<file path="config.mk">
export PLATFORM = sky130hd
export DESIGN_NAME = video_timing_gen
export DESIGN_NICKNAME = d
export VERILOG_FILES = /design/src/rtl/video_timing_gen.sv
export SDC_FILE = /design/constraint.sdc
export NUM_CORES = 1
export LEC_CHECK = 0
export CAP_MARGIN = 20
export CORE_MARGIN = 8
export CORE_UTILIZATION = 25
export CTS_CLUSTER_SIZE = 10
export DETAILED_ROUTE_END_ITERATION = 10
export GPL_ROUTABILITY_DRIVEN = 0
export SETUP_SLACK_MARGIN = 0.02
export SLEW_MARGIN = 20
export SYNTH_ARGS = -nofsm -noshare
export SYNTH_HDL_FRONTEND = slang
export SYNTH_SLANG_ARGS = --single-unit
</file>
<file path="constraint.sdc">
create_clock -name CLK -period 8 [get_ports CLK]
set_input_delay 1.6 -clock CLK [delete_from_list [all_inputs] [get_ports CLK]]
set_output_delay 1.6 -clock CLK [all_outputs]
set_load 0.005 [all_outputs]
</file>
<file path="src/rtl/video_timing_gen.sv">
`default_nettype none
// ============================================================================
// Module  : video_timing_gen
// Purpose : Programmable raster timing generator with shadowed timing
//           registers, registered sync/DE/tick outputs and a line-compare IRQ.
// Rev     : 1.0
// ============================================================================
module video_timing_gen #(
   parameter int BITS         = 16,
   parameter int ADDRESS_BITS = 4,
   parameter int COUNT_BITS   = 11
) (
   input  logic                    CLK,
   input  logic                    RSTb,
   input  logic [ADDRESS_BITS-1:0] ADDRESS,
   input  logic [BITS-1:0]         DATA_IN,
   input  logic                    WR,
   output logic [BITS-1:0]         DATA_OUT,
   output logic                    HS,
   output logic                    VS,
   output logic                    DE,
   output logic                    H_TICK,
   output logic                    V_TICK,
   output logic [COUNT_BITS-1:0]   X,
   output logic [COUNT_BITS-1:0]   Y,
   output logic                    LINE_IRQ
);
   localparam int TW = COUNT_BITS + 2;

   function automatic logic [COUNT_BITS-1:0] f_rst_timing(input int idx);
      case (idx)
         0:       return COUNT_BITS'(640);
         1:       return COUNT_BITS'(16);
         2:       return COUNT_BITS'(96);
         3:       return COUNT_BITS'(48);
         4:       return COUNT_BITS'(480);
         5:       return COUNT_BITS'(10);
         6:       return COUNT_BITS'(2);
         default: return COUNT_BITS'(33);
      endcase
   endfunction

   function automatic logic [TW-1:0] f_ext(input logic [COUNT_BITS-1:0] v);
      return {2'b00, v};
   endfunction

   logic [COUNT_BITS-1:0] shadow_q [8];
   logic [COUNT_BITS-1:0] shadow_d [8];
   logic [COUNT_BITS-1:0] active_q [8];
   logic [COUNT_BITS-1:0] active_d [8];
   logic [2:0]            ctrl_q, ctrl_d;
   logic [COUNT_BITS-1:0] line_cmp_q, line_cmp_d;
   logic                  pend_q, pend_d;
   logic [15:0]           frame_q, frame_d;
   logic [TW-1:0]         hcnt_q, hcnt_d, vcnt_q, vcnt_d;
   logic                  de_q, de_d, hs_q, hs_d, vs_q, vs_d;
   logic                  htick_q, htick_d, vtick_q, vtick_d;
   logic [COUNT_BITS-1:0] x_q, x_d, y_q, y_d;
   logic [BITS-1:0]       rdata_q, rdata_d;

   logic          enable, h_last, v_last, frame_wrap, irq_set, irq_clr;
   logic [TW-1:0] h_act, h_sync_start, h_sync_end, h_total;
   logic [TW-1:0] v_act, v_sync_start, v_sync_end, v_total;
   logic          unused_data;

   assign unused_data = ^DATA_IN[BITS-1:COUNT_BITS];
   assign enable      = ctrl_q[0];

   // Active size of zero is clamped to one; zero-length porches/sync simply vanish from the sums.
   assign h_act        = (active_q[0] == '0) ? TW'(1) : f_ext(active_q[0]);
   assign h_sync_start = h_act + f_ext(active_q[1]);
   assign h_sync_end   = h_sync_start + f_ext(active_q[2]);
   assign h_total      = h_sync_end + f_ext(active_q[3]);
   assign v_act        = (active_q[4] == '0) ? TW'(1) : f_ext(active_q[4]);
   assign v_sync_start = v_act + f_ext(active_q[5]);
   assign v_sync_end   = v_sync_start + f_ext(active_q[6]);
   assign v_total      = v_sync_end + f_ext(active_q[7]);

   assign h_last     = hcnt_q >= h_total - TW'(1);
   assign v_last     = vcnt_q >= v_total - TW'(1);
   assign frame_wrap = enable && h_last && v_last;
   assign irq_set    = enable && (hcnt_q == '0) && (vcnt_q == f_ext(line_cmp_q));
   assign irq_clr    = WR && (ADDRESS == ADDRESS_BITS'(10)) && DATA_IN[0];

   always_comb begin
      hcnt_d = hcnt_q;
      vcnt_d = vcnt_q;
      if (!enable) begin
         hcnt_d = '0;
         vcnt_d = '0;
      end else if (h_last) begin
         hcnt_d = '0;
         vcnt_d = v_last ? '0 : vcnt_q + TW'(1);
      end else begin
         hcnt_d = hcnt_q + TW'(1);
      end
   end

   always_comb begin
      for (int i = 0; i < 8; i++) begin
         shadow_d[i] = shadow_q[i];
         if (WR && (ADDRESS == ADDRESS_BITS'(i)))
            shadow_d[i] = DATA_IN[COUNT_BITS-1:0];
         active_d[i] = (frame_wrap || !enable) ? shadow_q[i] : active_q[i];
      end
      ctrl_d     = (WR && (ADDRESS == ADDRESS_BITS'(8))) ? DATA_IN[2:0] : ctrl_q;
      line_cmp_d = (WR && (ADDRESS == ADDRESS_BITS'(9))) ? DATA_IN[COUNT_BITS-1:0] : line_cmp_q;
      pend_d     = irq_set ? 1'b1 : (irq_clr ? 1'b0 : pend_q);
      frame_d    = frame_wrap ? frame_q + 16'd1 : frame_q;
   end

   always_comb begin
      de_d    = enable && (hcnt_q < h_act) && (vcnt_q < v_act);
      hs_d    = (enable && (hcnt_q >= h_sync_start) && (hcnt_q < h_sync_end)) ? ctrl_q[1] : ~ctrl_q[1];
      vs_d    = (enable && (vcnt_q >= v_sync_start) && (vcnt_q < v_sync_end)) ? ctrl_q[2] : ~ctrl_q[2];
      htick_d = enable && (hcnt_q == '0);
      vtick_d = enable && (hcnt_q == '0) && (vcnt_q == '0);
      x_d     = hcnt_q[COUNT_BITS-1:0];
      y_d     = vcnt_q[COUNT_BITS-1:0];
      rdata_d = '0;
      for (int i = 0; i < 8; i++)
         if (ADDRESS == ADDRESS_BITS'(i)) rdata_d = BITS'(shadow_q[i]);
      if (ADDRESS == ADDRESS_BITS'(8))  rdata_d = BITS'(ctrl_q);
      if (ADDRESS == ADDRESS_BITS'(9))  rdata_d = BITS'(line_cmp_q);
      if (ADDRESS == ADDRESS_BITS'(10)) rdata_d = BITS'(pend_q);
      if (ADDRESS == ADDRESS_BITS'(11)) rdata_d = BITS'(frame_q);
      if (ADDRESS == ADDRESS_BITS'(12)) rdata_d = BITS'(vcnt_q[COUNT_BITS-1:0]);
   end

   always_ff @(posedge CLK) begin
      if (!RSTb) begin
         for (int i = 0; i < 8; i++) begin
            shadow_q[i] <= f_rst_timing(i);
            active_q[i] <= f_rst_timing(i);
         end
         ctrl_q     <= 3'b001;
         line_cmp_q <= '0;
         pend_q     <= 1'b0;
         frame_q    <= '0;
         hcnt_q     <= '0;
         vcnt_q     <= '0;
         de_q       <= 1'b1;
         hs_q       <= 1'b1;
         vs_q       <= 1'b1;
         htick_q    <= 1'b1;
         vtick_q    <= 1'b1;
         x_q        <= '0;
         y_q        <= '0;
         rdata_q    <= '0;
      end else begin
         shadow_q   <= shadow_d;
         active_q   <= active_d;
         ctrl_q     <= ctrl_d;
         line_cmp_q <= line_cmp_d;
         pend_q     <= pend_d;
         frame_q    <= frame_d;
         hcnt_q     <= hcnt_d;
         vcnt_q     <= vcnt_d;
         de_q       <= de_d;
         hs_q       <= hs_d;
         vs_q       <= vs_d;
         htick_q    <= htick_d;
         vtick_q    <= vtick_d;
         x_q        <= x_d;
         y_q        <= y_d;
         rdata_q    <= rdata_d;
      end
   end

   assign DATA_OUT = rdata_q;
   assign HS       = hs_q;
   assign VS       = vs_q;
   assign DE       = de_q;
   assign H_TICK   = htick_q;
   assign V_TICK   = vtick_q;
   assign X        = x_q;
   assign Y        = y_q;
   assign LINE_IRQ = pend_q;

endmodule
`default_nettype wire
</file>
After elaboration in Yosys (flattened, before gate mapping):

Cells that the tools add are included.

* bits of input ports: 23
* bits in registers: 276

* bitwise gates (word level): 4
* equality and inequality tests: 13
* add/subtract/negate cells: 11
* magnitude comparators: 8
* reductions and logical operators: 34
* mux-type cells: 20

Operators with widths (count)
* 16-bit two-way mux: 11
* 11-bit two-way mux: 4
* 12-bit by 11-bit adder with 13-bit output: 2
* 13-bit by 1-bit adder with 13-bit output (second input constant): 2
* 13-bit by 11-bit adder with 13-bit output: 2
* 13-bit by 12-bit greater-or-equal comparator with 1-bit output: 2
* 13-bit greater-or-equal comparator: 2
* 13-bit zero test: 2
* 13-bit by 11-bit less-than comparator with 1-bit output: 2
* 13-bit less-than comparator: 2
* 13-bit by 1-bit subtractor with 13-bit output (second input constant): 2
* 11-bit by 11-bit adder with 12-bit output: 2
* 1-bit logical AND: 23
* 11-bit zero test: 2
* 4-bit == test (second input constant): 5
* 16-bit by 1-bit adder with 16-bit output (second input constant): 1
* 4-bit by 3-bit == test with 1-bit output (second input constant): 4
* 13-bit by 11-bit == test with 1-bit output: 1
* 13-bit two-way mux: 1
* 4-bit by 2-bit == test with 1-bit output (second input constant): 2
* 4-bit by 1-bit == test with 1-bit output (second input constant): 1
* 4-bit zero test: 1
* 1-bit two-way mux: 4
* 1-bit inverter: 4
* 6 further kinds: 6

Logic depth before layout (Yosys ltp):

* depth in word-level cells: 14
* mapped depth: 37

Worst setup path after synthesis:

Ideal clock, no wire load.

* path kind: register -> register
* start: register active_q[43] in the netlist's numbering
* end: register frame_q[4]
* library setup time: 0.072 ns
* cell stages (with the launch flop): 35
* arrival time: 6.657 ns
* path buffers: 0
* path slack: 1.271 ns
* clock period less this slack: 6.729 ns
* cell sequence: dfxtp_1 nor4_1 a41o_1 ha_1 inv_1 fa_1 nor2b_1 o21ai_0 a21boi_0 o21ai_0 a21boi_0 o21a_1 o21a_1 nor4_1 or3_1 ha_1 inv_1 nor3_1 a21oi_1 o311ai_0 a211oi_1 xor2_1 ha_1 nor3_1 nor2_1 o41a_1 xor2_1 xnor2_1 ha_1 nand2_1 nor4_1 a211oi_1 a221oi_1 and3_1 mux2i_1

* longest elaborated chain between the ends: 8

RTL lines
* start: declaration: line 49 `logic [COUNT_BITS-1:0] active_q [8];`
* start signal: indexed assignment: line 134 `active_q[i] <= f_rst_timing(i);`
* start signal: assignment: line 152 `active_q <= active_d;`
* 11-bit zero test: line 74 `assign v_act = (active_q[4] == '0) ? TW'(1) : f_ext(active_q[4]);`
* 11-bit two-way mux *: line 74
* 11-bit by 11-bit adder with 12-bit output *: line 75 `assign v_sync_start = v_act + f_ext(active_q[5]);`
* 12-bit by 11-bit adder with 13-bit output *: line 76 `assign v_sync_end = v_sync_start + f_ext(active_q[6]);`
* 13-bit by 11-bit adder with 13-bit output *: line 77 `assign v_total = v_sync_end + f_ext(active_q[7]);`
* 13-bit by 1-bit subtractor with 13-bit output *: line 80 `assign v_last = vcnt_q >= v_total - TW'(1);`
* 13-bit greater-or-equal comparator *: line 80
* 1-bit logical AND *: line 81 `assign frame_wrap = enable && h_last && v_last;`
* end signal: assignment: line 156 `frame_q <= frame_d;`
* end: declaration: line 54 `logic [15:0] frame_q, frame_d;`

Mark *: on every way between the ends. The rest lies on a longest branch, timed or not.
A chain may end at the register's enable or synchronous reset.

Worst setup path in the final report:

* start: register active_q[39] in the netlist's numbering
* end: register frame_q[9]

The elaborated chain is that of the path after synthesis.

==> run metrics <==
setup tns final=0 ns; TritonCTS clock tree=yes; Total GRT Usage=0.136; Distinct cells, synth=65; Post-Route WL=52700 µm; CP startpoint kind=flop; Vias/cell=4.95; Pre-antenna DRT Iters=5; CP Data Required Time=8.46 ns; most frequent cell after synthesis=dfxtp_1; Main synth FF type=dfxtp_1; clock-pin slew on the worst setup and hold paths=0.05 ns; Max IR drop VDD=137 µV; Worst Path Arrival=7.84 ns; Post-synth EDFFs=0; Final #Nets=2286; HPWL after detailed placement=38400 µm; Worst Setup End Kind=flop; H-tree depth=2; hold_buf cts=0; Slowest-stage cell, CP=or4_1; status=completed; share of async-settable or async-resettable flops after synthesis=0; CP most frequent cell=ha_1; # DRC=0; max_slew headroom=0.303; CTS Buffer Depth=3; final setup vio count=0; final core occ=0.291; root buf cell=clkbuf_16; first-pass GRT wire length=81300 µm; Final Max Tran Viols=0; core area=0.0656 mm²; initial antenna violation count=0; Seq cells post-synth=276; FP Rows=94; Vias=14600; IO Port Bufs=61; largest net degree at the start of global routing=108; Gate Count Post-Synth=2091; register area share after synthesis=0.334; unrepaired setup endpoints after global routing=no; crit share post-route=0.922; Routed Antenna Nets=0; synthesized area=0.0166 mm²; DIE AREA=0.0747 mm²; HP Class=flop to flop; crit-path max cell delay=0.50 ns; I/O pin count=67; antenna cells=0; Clock Latency Late Sink=0.54 ns; Max Cap Viol=0; Die Ht=273 µm; Peak Freq=0.136 GHz; syn avg cell area=7.92 µm²; synthesized net count=2298; Routed WL per cell=17.8 µm; WS Path Type=flop to flop; PwrDens=164 mW/mm²; die width=273 µm; Layout Skew=0.0152 ns; CP max FO=16; Initial Util=0.252; Leakage=7.77 nW; Synthesis Warnings=0; worst slew pin tran=1.04 ns; final hold viol count=0; number of global-route vias before repair=13600; Yosys top cell area share=0.334; area delta synth->final=15.4%; Initial DRC Count=1169; fin crit period=7.38 ns; Synth area leader=dfxtp_1; largest cells by area after synthesis=dfxtp_1 (33%), ha_1 (13%), a21oi_1 (6.6%), nand2_1 (5.7%), o21ai_0 (4.0%); Remaining Overflow, GRT=0; top cells by count, synth=dfxtp_1 (276), nand2_1 (253), a21oi_1 (220), ha_1 (178), inv_1 (156); Clock Sink Count=276; Inserted Clock Buffers=35; fraction of layout cells with a size suffix above 1=0.0506
## path summary, 6_finish.rpt
kind	cells past startpoint	slack (ns)	endpoint	start
worst min-delay path	2	0.46	frame_q[15]	frame_q[15]
worst max-delay path	36	0.62	frame_q[9]	active_q[39]
worst min register to register	2	0.46	frame_q[15]	frame_q[15]
worst max register to register	36	0.62	frame_q[9]	active_q[39]
## worst max-delay path: cells and delay by family (launching register included)
| family | cells | cell delay (ns) |
|---|---|---|
| flops | 1 | 0.32 |
| buf+inv | 6 | 0.77 |
| xor+xnor | 2 | 0.30 |
| simple gates | 9 | 1.78 |
| compound gates | 14 | 2.64 |
| fa+ha+maj | 5 | 1.46 |
## cells in the final DEF (no fill, tap or decap), drive strengths merged, types with 5 or more instances in the layout
master / n
and2: 29
nand3: 130
nand4: 23
a21oi: 220
nand2b: 21
nor2: 89
and3: 13
dfxtp: 276
a21boi: 9
a31oi: 9
o211ai: 12
o21ai: 131
or2: 5
clkbuf: 46
a22o: 10
or3: 11
xor2: 43
o21a: 19
fa: 6
ha: 178
clkdlybuf4s50: 60
xnor2: 47
buf: 33
a22oi: 23
o311ai: 13
o21bai: 8
a211oi: 11
a2111oi: 8
nor2b: 22
o31ai: 6
inv: 157
nand2: 253
nor3: 32
a221oi: 14
nor4: 15
o2111ai: 7
mux2i: 22
a21o: 30
## through the flow
stage | power [mW] | cells | cell area (µm²) | hold slack (ns) | worst slack, ns
floorplan | 1.58 | 2091 | 16600 | 0.436 | 1.27
global placement | 1.67 | 2905 | 18000 | 0.450 | 0.402
detailed placement | 1.67 | 2905 | 18000 | 0.461 | 0.391
CTS | 3.16 | 2956 | 19100 | 0.469 | 0.329
global route | 3.24 | 2957 | 19100 | 0.481 | 0.0215
finish | 3.14 | 2957 | 19100 | 0.465 | 0.622
## area by class of cell
cell class                 instances  area [µm²]
clock inverter                     5        65.1
fill                            7041       46500
clock buffer                      46         978
tap                              864        1080
sequential                       276        5530
multi-input combinational       1517        9970
timing repair buffer              93         908
inverter                         156         591
## sequential cells by signal, indices dropped and copies added (netlist names)
register and cells:
ctrl_q 3, frame_q 16, HS 1, DATA_OUT 16, X 11, DE 1
LINE_IRQ 1, line_cmp_q 11, VS 1, H_TICK 1, hcnt_q 13, V_TICK 1
Y 11, vcnt_q 13, shadow_q 88, active_q 88
## kinds of logic (layout without fill, tap and decap cells)
group                    after synthesis  in the layout  synth area share
AND/OR/NAND/NOR                      656            656             0.186
AO/OA/AOI/OAI                        558            558             0.206
buffers and inverters                298            300            0.0676
flip-flops                           276            276             0.334
adder cells (fa/ha/maj)              187            187             0.144
XOR/XNOR                              90             90            0.0476
multiplexers                          26             26            0.0160
## repair_timing
item                       in CTS  in global routing
setup buffers                   0                  1
setup endpoints to repair       0                129
gates resized for setup         0                  9
## power by group
part	switching, mW	internal [mW]	total [mW]
sequential	0.0163	1.39	1.41
combinational	0.150	0.0858	0.235
clock	0.610	0.883	1.49
total	0.776	2.36	3.14
## per-layer routing
metal / part of all wire / vias up / track usage
met5: 0 / - / 0
met4: 0.034 / 0 / 0.0507
met3: 0.050 / 78 / 0.0203
met2: 0.44 / 366 / 0.212
met1: 0.48 / 6883 / 0.189
li1: - / 7296 / -
(Power assumes the default switching activity.)
